`src/rtl/decoder_pipe.sv`:
```
// decoder_pipe: registered one-hot decoder with a valid/ready handshake on both sides.
//
// Each accepted select produces one registered result one cycle later:
//   - out_onehot has bit in_sel set when in_en=1 and in_sel < NUM_OUT, otherwise it is all zero.
//   - out_err is set when in_en=1 and in_sel >= NUM_OUT.
// A result is held stable while the consumer stalls. A new request can be accepted in the
// same cycle that the current result is consumed, so there is no bubble between results.
//
// Optional feature (enabled by defining DECODER_PIPE_SCAN_CLEAR_EN):
//   A clear_req pulse in IDLE starts a clear walk. The walk emits one-hot vectors for
//   indices 0..NUM_OUT-1, in order, through the same output register and stall rules.
//   While the walk runs, busy is high and in_ready is low.
//   With the macro undefined, clear_req is ignored and busy is tied to 0.
//
// Ports:
//   clk        rising-edge clock
//   reset_n    asynchronous active-low reset
//   in_valid   request present       in_ready   request accepted on in_valid && in_ready
//   in_sel     index to decode       in_en      decode enable (0 -> all-zero vector)
//   out_valid  result valid          out_ready  consumer accepts on out_valid && out_ready
//   out_onehot decoded vector        out_err    enabled select was out of range
//   clear_req  start a clear walk    busy       clear walk in progress
module decoder_pipe #(
  parameter int unsigned SEL_W   = 5,
  parameter int unsigned NUM_OUT = 32
) (
  input  logic               clk,
  input  logic               reset_n,
  input  logic               in_valid,
  output logic               in_ready,
  input  logic [SEL_W-1:0]   in_sel,
  input  logic               in_en,
  output logic               out_valid,
  input  logic               out_ready,
  output logic [NUM_OUT-1:0] out_onehot,
  output logic               out_err,
  input  logic               clear_req,
  output logic               busy
);

  // One extra bit so NUM_OUT itself (up to 2**SEL_W) is representable.
  localparam logic [SEL_W:0] NumOutW = (SEL_W+1)'(NUM_OUT);

  // Out-of-range indices decode to all zeros because no output bit matches them.
  function automatic logic [NUM_OUT-1:0] decode(input logic [SEL_W:0] idx);
    logic [NUM_OUT-1:0] res;
    for (int unsigned i = 0; i < NUM_OUT; i++) begin
      res[i] = (idx == (SEL_W+1)'(i));
    end
    return res;
  endfunction

  logic               out_valid_q, out_valid_d;
  logic [NUM_OUT-1:0] onehot_q, onehot_d;
  logic               err_q, err_d;

  logic               slot_free;
  logic               accept;
  logic [SEL_W:0]     sel_ext;
  logic               sel_in_range;

  // The output register can take new data when it is empty or is being drained this cycle.
  assign slot_free    = !out_valid_q || out_ready;
  assign sel_ext      = {1'b0, in_sel};
  assign sel_in_range = sel_ext < NumOutW;
  assign accept       = in_valid && in_ready;

`ifdef DECODER_PIPE_SCAN_CLEAR_EN
  localparam logic [0:0] StIdle = 1'b0;
  localparam logic [0:0] StScan = 1'b1;
  localparam logic [SEL_W:0] IdxOne = (SEL_W+1)'(1);

  logic [0:0]     state_q, state_d;
  logic [SEL_W:0] scan_idx_q, scan_idx_d;
  logic           scan_load;
  logic           walk_done;

  // Clear wins over a simultaneous request, so the request stays pending.
  assign in_ready  = reset_n && slot_free && (state_q == StIdle) && !clear_req;
  assign scan_load = (state_q == StScan) && slot_free && (scan_idx_q < NumOutW);
  // Every element has been loaded and the last one leaves the register now.
  assign walk_done = (state_q == StScan) && (scan_idx_q == NumOutW) && out_valid_q && out_ready;
  assign busy      = (state_q == StScan);

  always_comb begin
    state_d    = state_q;
    scan_idx_d = scan_idx_q;
    unique case (state_q)
      StIdle: begin
        if (clear_req) begin
          state_d    = StScan;
          scan_idx_d = '0;
        end
      end
      StScan: begin
        if (walk_done) begin
          state_d    = StIdle;
          scan_idx_d = '0;
        end else if (scan_load) begin
          scan_idx_d = scan_idx_q + IdxOne;
        end
      end
      default: begin
        state_d    = StIdle;
        scan_idx_d = '0;
      end
    endcase
  end

  always_ff @(posedge clk or negedge reset_n) begin
    if (!reset_n) begin
      state_q    <= StIdle;
      scan_idx_q <= '0;
    end else begin
      state_q    <= state_d;
      scan_idx_q <= scan_idx_d;
    end
  end
`else
  logic scan_load;
  logic unused_clear_req;

  assign in_ready         = reset_n && slot_free;
  assign scan_load        = 1'b0;
  assign busy             = 1'b0;
  assign unused_clear_req = clear_req;
`endif

  always_comb begin
    out_valid_d = out_valid_q;
    onehot_d    = onehot_q;
    err_d       = err_q;
    if (accept) begin
      out_valid_d = 1'b1;
      onehot_d    = in_en ? decode(sel_ext) : '0;
      err_d       = in_en && !sel_in_range;
    end else if (scan_load) begin
`ifdef DECODER_PIPE_SCAN_CLEAR_EN
      out_valid_d = 1'b1;
      onehot_d    = decode(scan_idx_q);
      err_d       = 1'b0;
`endif
    end else if (out_valid_q && out_ready) begin
      out_valid_d = 1'b0;
      onehot_d    = '0;
      err_d       = 1'b0;
    end
  end

  always_ff @(posedge clk or negedge reset_n) begin
    if (!reset_n) begin
      out_valid_q <= 1'b0;
      onehot_q    <= '0;
      err_q       <= 1'b0;
    end else begin
      out_valid_q <= out_valid_d;
      onehot_q    <= onehot_d;
      err_q       <= err_d;
    end
  end

  assign out_valid  = out_valid_q;
  assign out_onehot = onehot_q;
  assign out_err    = err_q;

endmodule

```
`config.mk`:
```
export PLATFORM = sky130hd
export DESIGN_NAME = decoder_pipe
export DESIGN_NICKNAME = d
export VERILOG_FILES = /design/src/rtl/decoder_pipe.sv
export SDC_FILE = /design/constraint.sdc
export NUM_CORES = 1
export LEC_CHECK = 0
export ABC_AREA = 1
export ABC_CLOCK_PERIOD_IN_PS = 1600
export BUFFER_PORTS_ARGS = -buffer_cell sky130_fd_sc_hd__buf_2
export CAP_MARGIN = 40
export CORE_UTILIZATION = 50
export CTS_BUF_LIST = sky130_fd_sc_hd__clkbuf_8 sky130_fd_sc_hd__clkbuf_16
export DETAILED_ROUTE_END_ITERATION = 6
export PLACE_DENSITY = 0.77
export SYNTH_ARGS = -nofsm -noshare
export SYNTH_HDL_FRONTEND = slang
export SYNTH_SLANG_ARGS = --single-unit
```
`constraint.sdc`:
```
create_clock -name clk -period 1.6 [get_ports clk]
set_input_delay 0.32 -clock clk [delete_from_list [all_inputs] [get_ports clk]]
set_output_delay 0.32 -clock clk [all_outputs]
set_load 0.1 [all_outputs]
```
==> impl_metrics.json, run 1 <==
{
  "drv_slew": 0,
  "gp_congestion": 0.853,
  "highest_layer": "met4",
  "grt_max_degree": 33,
  "boundaryPins": 47,
  "synth_top_area_share_pct": 50.8,
  "fin_setup_tns_ns": 0,
  "post-route-worst-setup-slack_ns": 0.0890,
  "crit_family": "flip-flops",
  "cpPeakStageDelay_ns": 0.49,
  "nNetsFinal": 270,
  "cp.arrival_ns": 1.19,
  "start_util_pct": 52.8,
  "io_buffers": 43,
  "startpoint_type": "register",
  "die-area_sq_mm": 0.00348,
  "first_iter_violations": 64,
  "finalPower_uw": 1710,
  "coreArea_sq_mm": 0.00308,
  "clk_latency_ns": 0.28,
  "rrSetupSlack_ns": 0.27,
  "clock_path_buffers": 2,
  "seq_area_sq_um": 830,
  "fin_hold_ws_ns": 0.0806,
  "yosysUniqueCellTypes": 14,
  "yosysMostFrequentCell": "nand2_1",
  "htree_levels": 2,
  "crit_chain": "nand2_4 > nand2_1 > clkinvlp_4 > buf_12",
  "grt_pass1_vias": 1410,
  "async_reset_ff_share_pct": 100,
  "path_class": "register to output port",
  "final_core_util_pct": 63.6,
  "setup_viol": 0,
  "clk_pin_slew_ns": 0.06,
  "viasPerCell": 4.94,
  "num_antenna_cells": 0,
  "syn_inst": 216,
  "rows": 20,
  "powerDensity_mw_per_mm2": 872,
  "cts_sinks": 33,
  "ys_top_cells_by_count": "nand2_1 (86), nor2_1 (34), dfrtp_1 (33)",
  "cts_made_buffers": 5,
  "drc": 0,
  "grt_usage_pct": 23.4,
  "multi_input_area_sq_um": 678,
  "synth.largest_area_cell": "dfrtp_1",
  "cpMaxStageDelayCell": "dfrtp_4",
  "vias": 1501,
  "wl_met1_um": 1580,
  "area_growth_pct": 20.5,
  "dp_hpwl_um": 2470,
  "cp.required_ns": 1.28,
  "place_ws_ns": 0.241,
  "yosysSeqAreaShare_pct": 50.8,
  "outcome": "finished clean",
  "synth_edf_count": 0,
  "synth_seq_cells": 33,
  "hold_path_class": "input port to async pin",
  "critical_path_peak_fanout": 3,
  "finalHoldViolCount": 0,
  "wl_met2_um": 1660,
  "critPathCaptureType": "output port",
  "fillers": 299,
  "fin_crit_ns": 1.51,
  "drive_above_1_share_pct": 24.2,
  "ys.flop_type": "dfrtp_1",
  "die_y_um": 59.0,
  "ant_nets": 0,
  "grt_overflow": 0,
  "p_leak_uw": 0.00118,
  "grt_pass1_wl_um": 6070,
  "period_share_pct": 94.4,
  "grt_setup_unrepaired": "false",
  "wl_met3_um": 154,
  "synth_area_leaders": "dfrtp_1 (51%), nand2_1 (20%), nand3_1 (9.9%)",
  "yosys_warnings": 0,
  "clock-root-buffer": "clkbuf_8",
  "max_freq_ghz": 0.662,
  "cts_tree": "done",
  "routed_wl_um": 3470,
  "worst-path-buf-inv": 2,
  "cap_violations": 0,
  "antenna_found_initial": 0,
  "synth.avg_cell_area_sq_um": 7.52,
  "post_cts_buffers": 0,
  "first_pass_iters": 4,
  "fin_worst_skew_ns": 0.00292,
  "die_w_um": 59.0,
  "rr_worst_depth": 5,
  "syn-cell-area_sq_mm": 0.00162,
  "ir_drop_v": 0.000510,
  "routedWlPerCell_um": 11.4,
  "worstReg2RegStart": "out_valid",
  "r2r-end": "out_onehot[13]"
}
## metal layers
layer  up-vias  global-route usage [%]
li1        751                       -
met1       698                    29.7
met2        42                    38.1
met3        10                    5.02
met4         0                    11.6
met5         -                       0
## report_power, final
part | switching, uW | internal (uW) | total [uW] | leakage (uW)
Sequential | 7.34 | 848 | 855 | 0.000457
Clock | 267 | 289 | 556 | 0.0000519
Combinational | 241 | 53.0 | 294 | 0.000668
## through the flow
| stage | instances | cell area (sq um) |
|---|---|---|
| after floorplan | 217 | 1640 |
| after global placement | 295 | 1860 |
| after detailed placement | 295 | 1860 |
| after CTS | 304 | 1950 |
| after global routing | 304 | 1960 |
| final | 304 | 1960 |
## layout by cell type, fill, tap and decap left out
cell type / instances
dfrtp_4: 1
inv_1: 10
inv_4: 1
buf_4: 4
buf_12: 1
buf_2: 42
nand3_4: 1
clkbuf_8: 5
nand3_1: 32
dfrtp_1: 32
nor2_1: 34
nand2_4: 1
nor2_2: 4
conb_1: 2
nand2_1: 86
inv_2: 1
clkinvlp_4: 1
nand2_2: 1
dlygate4sd3_1: 1
## how the worst max path moves through the flow
stage	startpoint	end	slack, ns	cells after the start
after detailed placement	out_valid	out_onehot[8]	0.24	5
final	out_valid	in_ready	0.09	4
after floorplan	out_valid	in_ready	0.02	3
after CTS	out_valid	in_ready	0.05	4
after global placement	out_valid	out_onehot[19]	0.27	5
after global routing	out_valid	in_ready	0.02	4
## cell type report
cell class / instances / area share, %
Clock buffer: 5 / 3.52
Clock inverter: 3 / 0.575
Inverter: 10 / 2.24
Multi-Input combinational cell: 161 / 34.7
Sequential cell: 33 / 42.4
Tap cell: 44 / 2.81
Timing Repair Buffer: 48 / 13.8
## flip-flops by register name (all words and copies together), names as in the netlist
signal	flops
out_valid	1
out_onehot	32
## what timing repair did
item,in CTS,in global routing
hold buffers,1,0
setup endpoints to repair,0,1
resized for setup,0,1
hold endpoints to repair,1,0
## cell families after synthesis
kind of cell | count (synthesis) | share of synthesized area (%)
buffers and inverters | 23 | 7.94
flip-flops | 33 | 50.8
AND/OR/NAND/NOR | 159 | 41.0
other | 1 | 0.231
Power figures use the tool's default switching activity.
==> inputs of run 2 (changes only) <==
--- a/config.mk
+++ b/config.mk
@@ -6,7 +6,7 @@
 export NUM_CORES = 1
 export LEC_CHECK = 0
 export ABC_AREA = 1
-export ABC_CLOCK_PERIOD_IN_PS = 1600
+export ABC_CLOCK_PERIOD_IN_PS = 1960
 export BUFFER_PORTS_ARGS = -buffer_cell sky130_fd_sc_hd__buf_2
 export CAP_MARGIN = 40
 export CORE_UTILIZATION = 50
==> constraint.sdc (replaced) <==
create_clock -name clk -period 1.96 [get_ports clk]
set_input_delay 0.392 -clock clk [delete_from_list [all_inputs] [get_ports clk]]
set_output_delay 0.392 -clock clk [all_outputs]
set_load 0.1 [all_outputs]
==> impl_metrics.json, run 2 (synthesis gave the netlist of run 1 again) <==
{
  "p_sw_uw": 415,
  "path_class": "input port to output port",
  "io_buffers": 43,
  "first_pass_iters": 4,
  "die-area_sq_mm": 0.00348,
  "largest_reg_flops": 32,
  "fillers": 275,
  "cp.arrival_ns": 1.47,
  "grt_max_degree": 33,
  "fin_hold_ws_ns": 0.417,
  "grt_pass1_wl_um": 5640,
  "ant_nets": 0,
  "crit_chain": "dlygate4sd3_1 > buf_2 > nand2_1 > clkinvlp_4 > buf_12",
  "drc": 0,
  "pwr-share-seq_pct": 49.0,
  "area_growth_pct": 20.4,
  "rows": 20,
  "start_util_pct": 52.8,
  "routedWlPerCell_um": 10.9,
  "pwr-share-comb_pct": 16.6,
  "rr_worst_depth": 5,
  "critical_path_peak_fanout": 5,
  "min_to": "out_valid",
  "cp.required_ns": 1.57,
  "dp_hpwl_um": 2460,
  "p_int_uw": 1010,
  "grt_usage_pct": 22.0,
  "worstReg2RegStart": "out_valid",
  "grt_pass1_vias": 1336,
  "startpoint_type": "input port",
  "clock_path_buffers": 2,
  "vias": 1450,
  "clk_pin_slew_ns": 0.06,
  "first_iter_violations": 63,
  "coreArea_sq_mm": 0.00308,
  "grt_overflow": 0,
  "worstHoldPathCells": 4,
  "rrSetupSlack_ns": 0.69,
  "switching_share_pct": 29.2,
  "gp_congestion": 0.817,
  "setup_viol": 0,
  "multi_input_area_sq_um": 673,
  "htree_levels": 2,
  "die_y_um": 59.0,
  "fin_setup_tns_ns": 0,
  "outcome": "finished clean",
  "period_share_pct": 95.0,
  "seq_area_sq_um": 827,
  "viasPerCell": 4.79,
  "clock-root-buffer": "clkbuf_8",
  "grt_setup_unrepaired": "false",
  "critPathCaptureType": "output port",
  "cts_sinks": 33,
  "cts_tree": "done",
  "crit_family": "buffers and inverters",
  "post_cts_buffers": 0,
  "min_from": "out_ready",
  "fin_crit_ns": 1.86,
  "cap_violations": 0,
  "clkPwrFrac_pct": 34.4,
  "cts_made_buffers": 5,
  "die_w_um": 59.0,
  "boundaryPins": 47,
  "max_freq_ghz": 0.537,
  "drv_slew": 0,
  "r2r-end": "out_onehot[19]",
  "cpPeakStageDelay_ns": 0.53,
  "crit_start": "reset_n",
  "p_leak_uw": 0.00117,
  "worst-path-buf-inv": 4,
  "layout_common_cells": "nand2_1 (86), buf_2 (42), nor2_1 (34), nand3_1 (32), dfrtp_1 (32)",
  "num_antenna_cells": 0,
  "clk_latency_ns": 0.28,
  "fin_worst_skew_ns": 0.00291,
  "nNetsFinal": 270,
  "final_common_cell": "nand2_1",
  "powerDensity_mw_per_mm2": 727,
  "drive_above_1_share_pct": 24.7,
  "antenna_found_initial": 0,
  "cpMaxStageDelayCell": "dlygate4sd3_1",
  "hold_path_class": "input port to register",
  "ir_drop_v": 0.000492,
  "routed_wl_um": 3310,
  "finalHoldViolCount": 0
}
[run 2: cell count changes in the layout (fill, tap and decap cells not counted), sizes merged]
cell    before  now
clkbuf       5    6
inv         12   10
[run 2: layer usage]
| layer | part of all wire (%) | global-route usage [%] | vias to the layer above |
|---|---|---|---|
| li1 | - | - | 752 |
| met1 | 48 | 28.6 | 658 |
| met2 | 47 | 34.6 | 35 |
| met3 | 3.7 | 4.59 | 5 |
| met4 | 1.9 | 11.9 | 0 |
| met5 | 0 | 0 | - |
[run 2: timing repair]
action,4_1_cts,5_1_grt
hold buffers,1,0
resized for setup,0,0
endpoints found under the hold margin,1,0
[run 2: power by group through the flow]
| stage | Sequential (uW) | Clock [uW] | Combinational [uW] |
|---|---|---|---|
| after CTS | 696 | 501 | 239 |
| after global placement | 708 | 0 | 235 |
| after detailed placement | 709 | 0 | 236 |
| after floorplan | 778 | 0 | 116 |
| final | 697 | 489 | 236 |
| after global routing | 697 | 537 | 255 |
[run 2: worst register-to-register path: stages (launching register included)]
cell and delay [ns]:
dfrtp_2 0.41, nand2_2 0.11, nand3_4 0.21, inv_4 0.30, nand2_1 0.10, nand2_1 0.08
[run 2: worst max-delay path by stage]
stage | to | slack (ns) | cells after the start
final | in_ready | 0.1 | 5
after global routing | in_ready | 0.04 | 5
after CTS | in_ready | 0.08 | 5
after detailed placement | in_ready | 0.57 | 6
after global placement | in_ready | 0.57 | 6
after floorplan | in_ready | 0.20 | 3
[run 2: final cells by class]
class,instances,area share (%)
sequential,33,42.3
multi-input combinational,161,34.4
clock inverter,1,0.192
timing repair buffer,48,13.8
clock buffer,6,4.22
inverter,10,2.24
tap,44,2.82
[run 2: through the flow]
step | setup WS (ns) | power, uW | cell area (sq um) | utilization, % | std cells
after floorplan | 0.203 | 893 | 1630 | - | 217
after global placement | 0.567 | 944 | 1860 | 60.4 | 295
after detailed placement | 0.566 | 945 | 1860 | 60.4 | 295
after CTS | 0.0798 | 1440 | 1960 | 63.5 | 303
after global routing | 0.0445 | 1490 | 1960 | 63.5 | 303
final | 0.0977 | 1420 | 1960 | 63.5 | 303
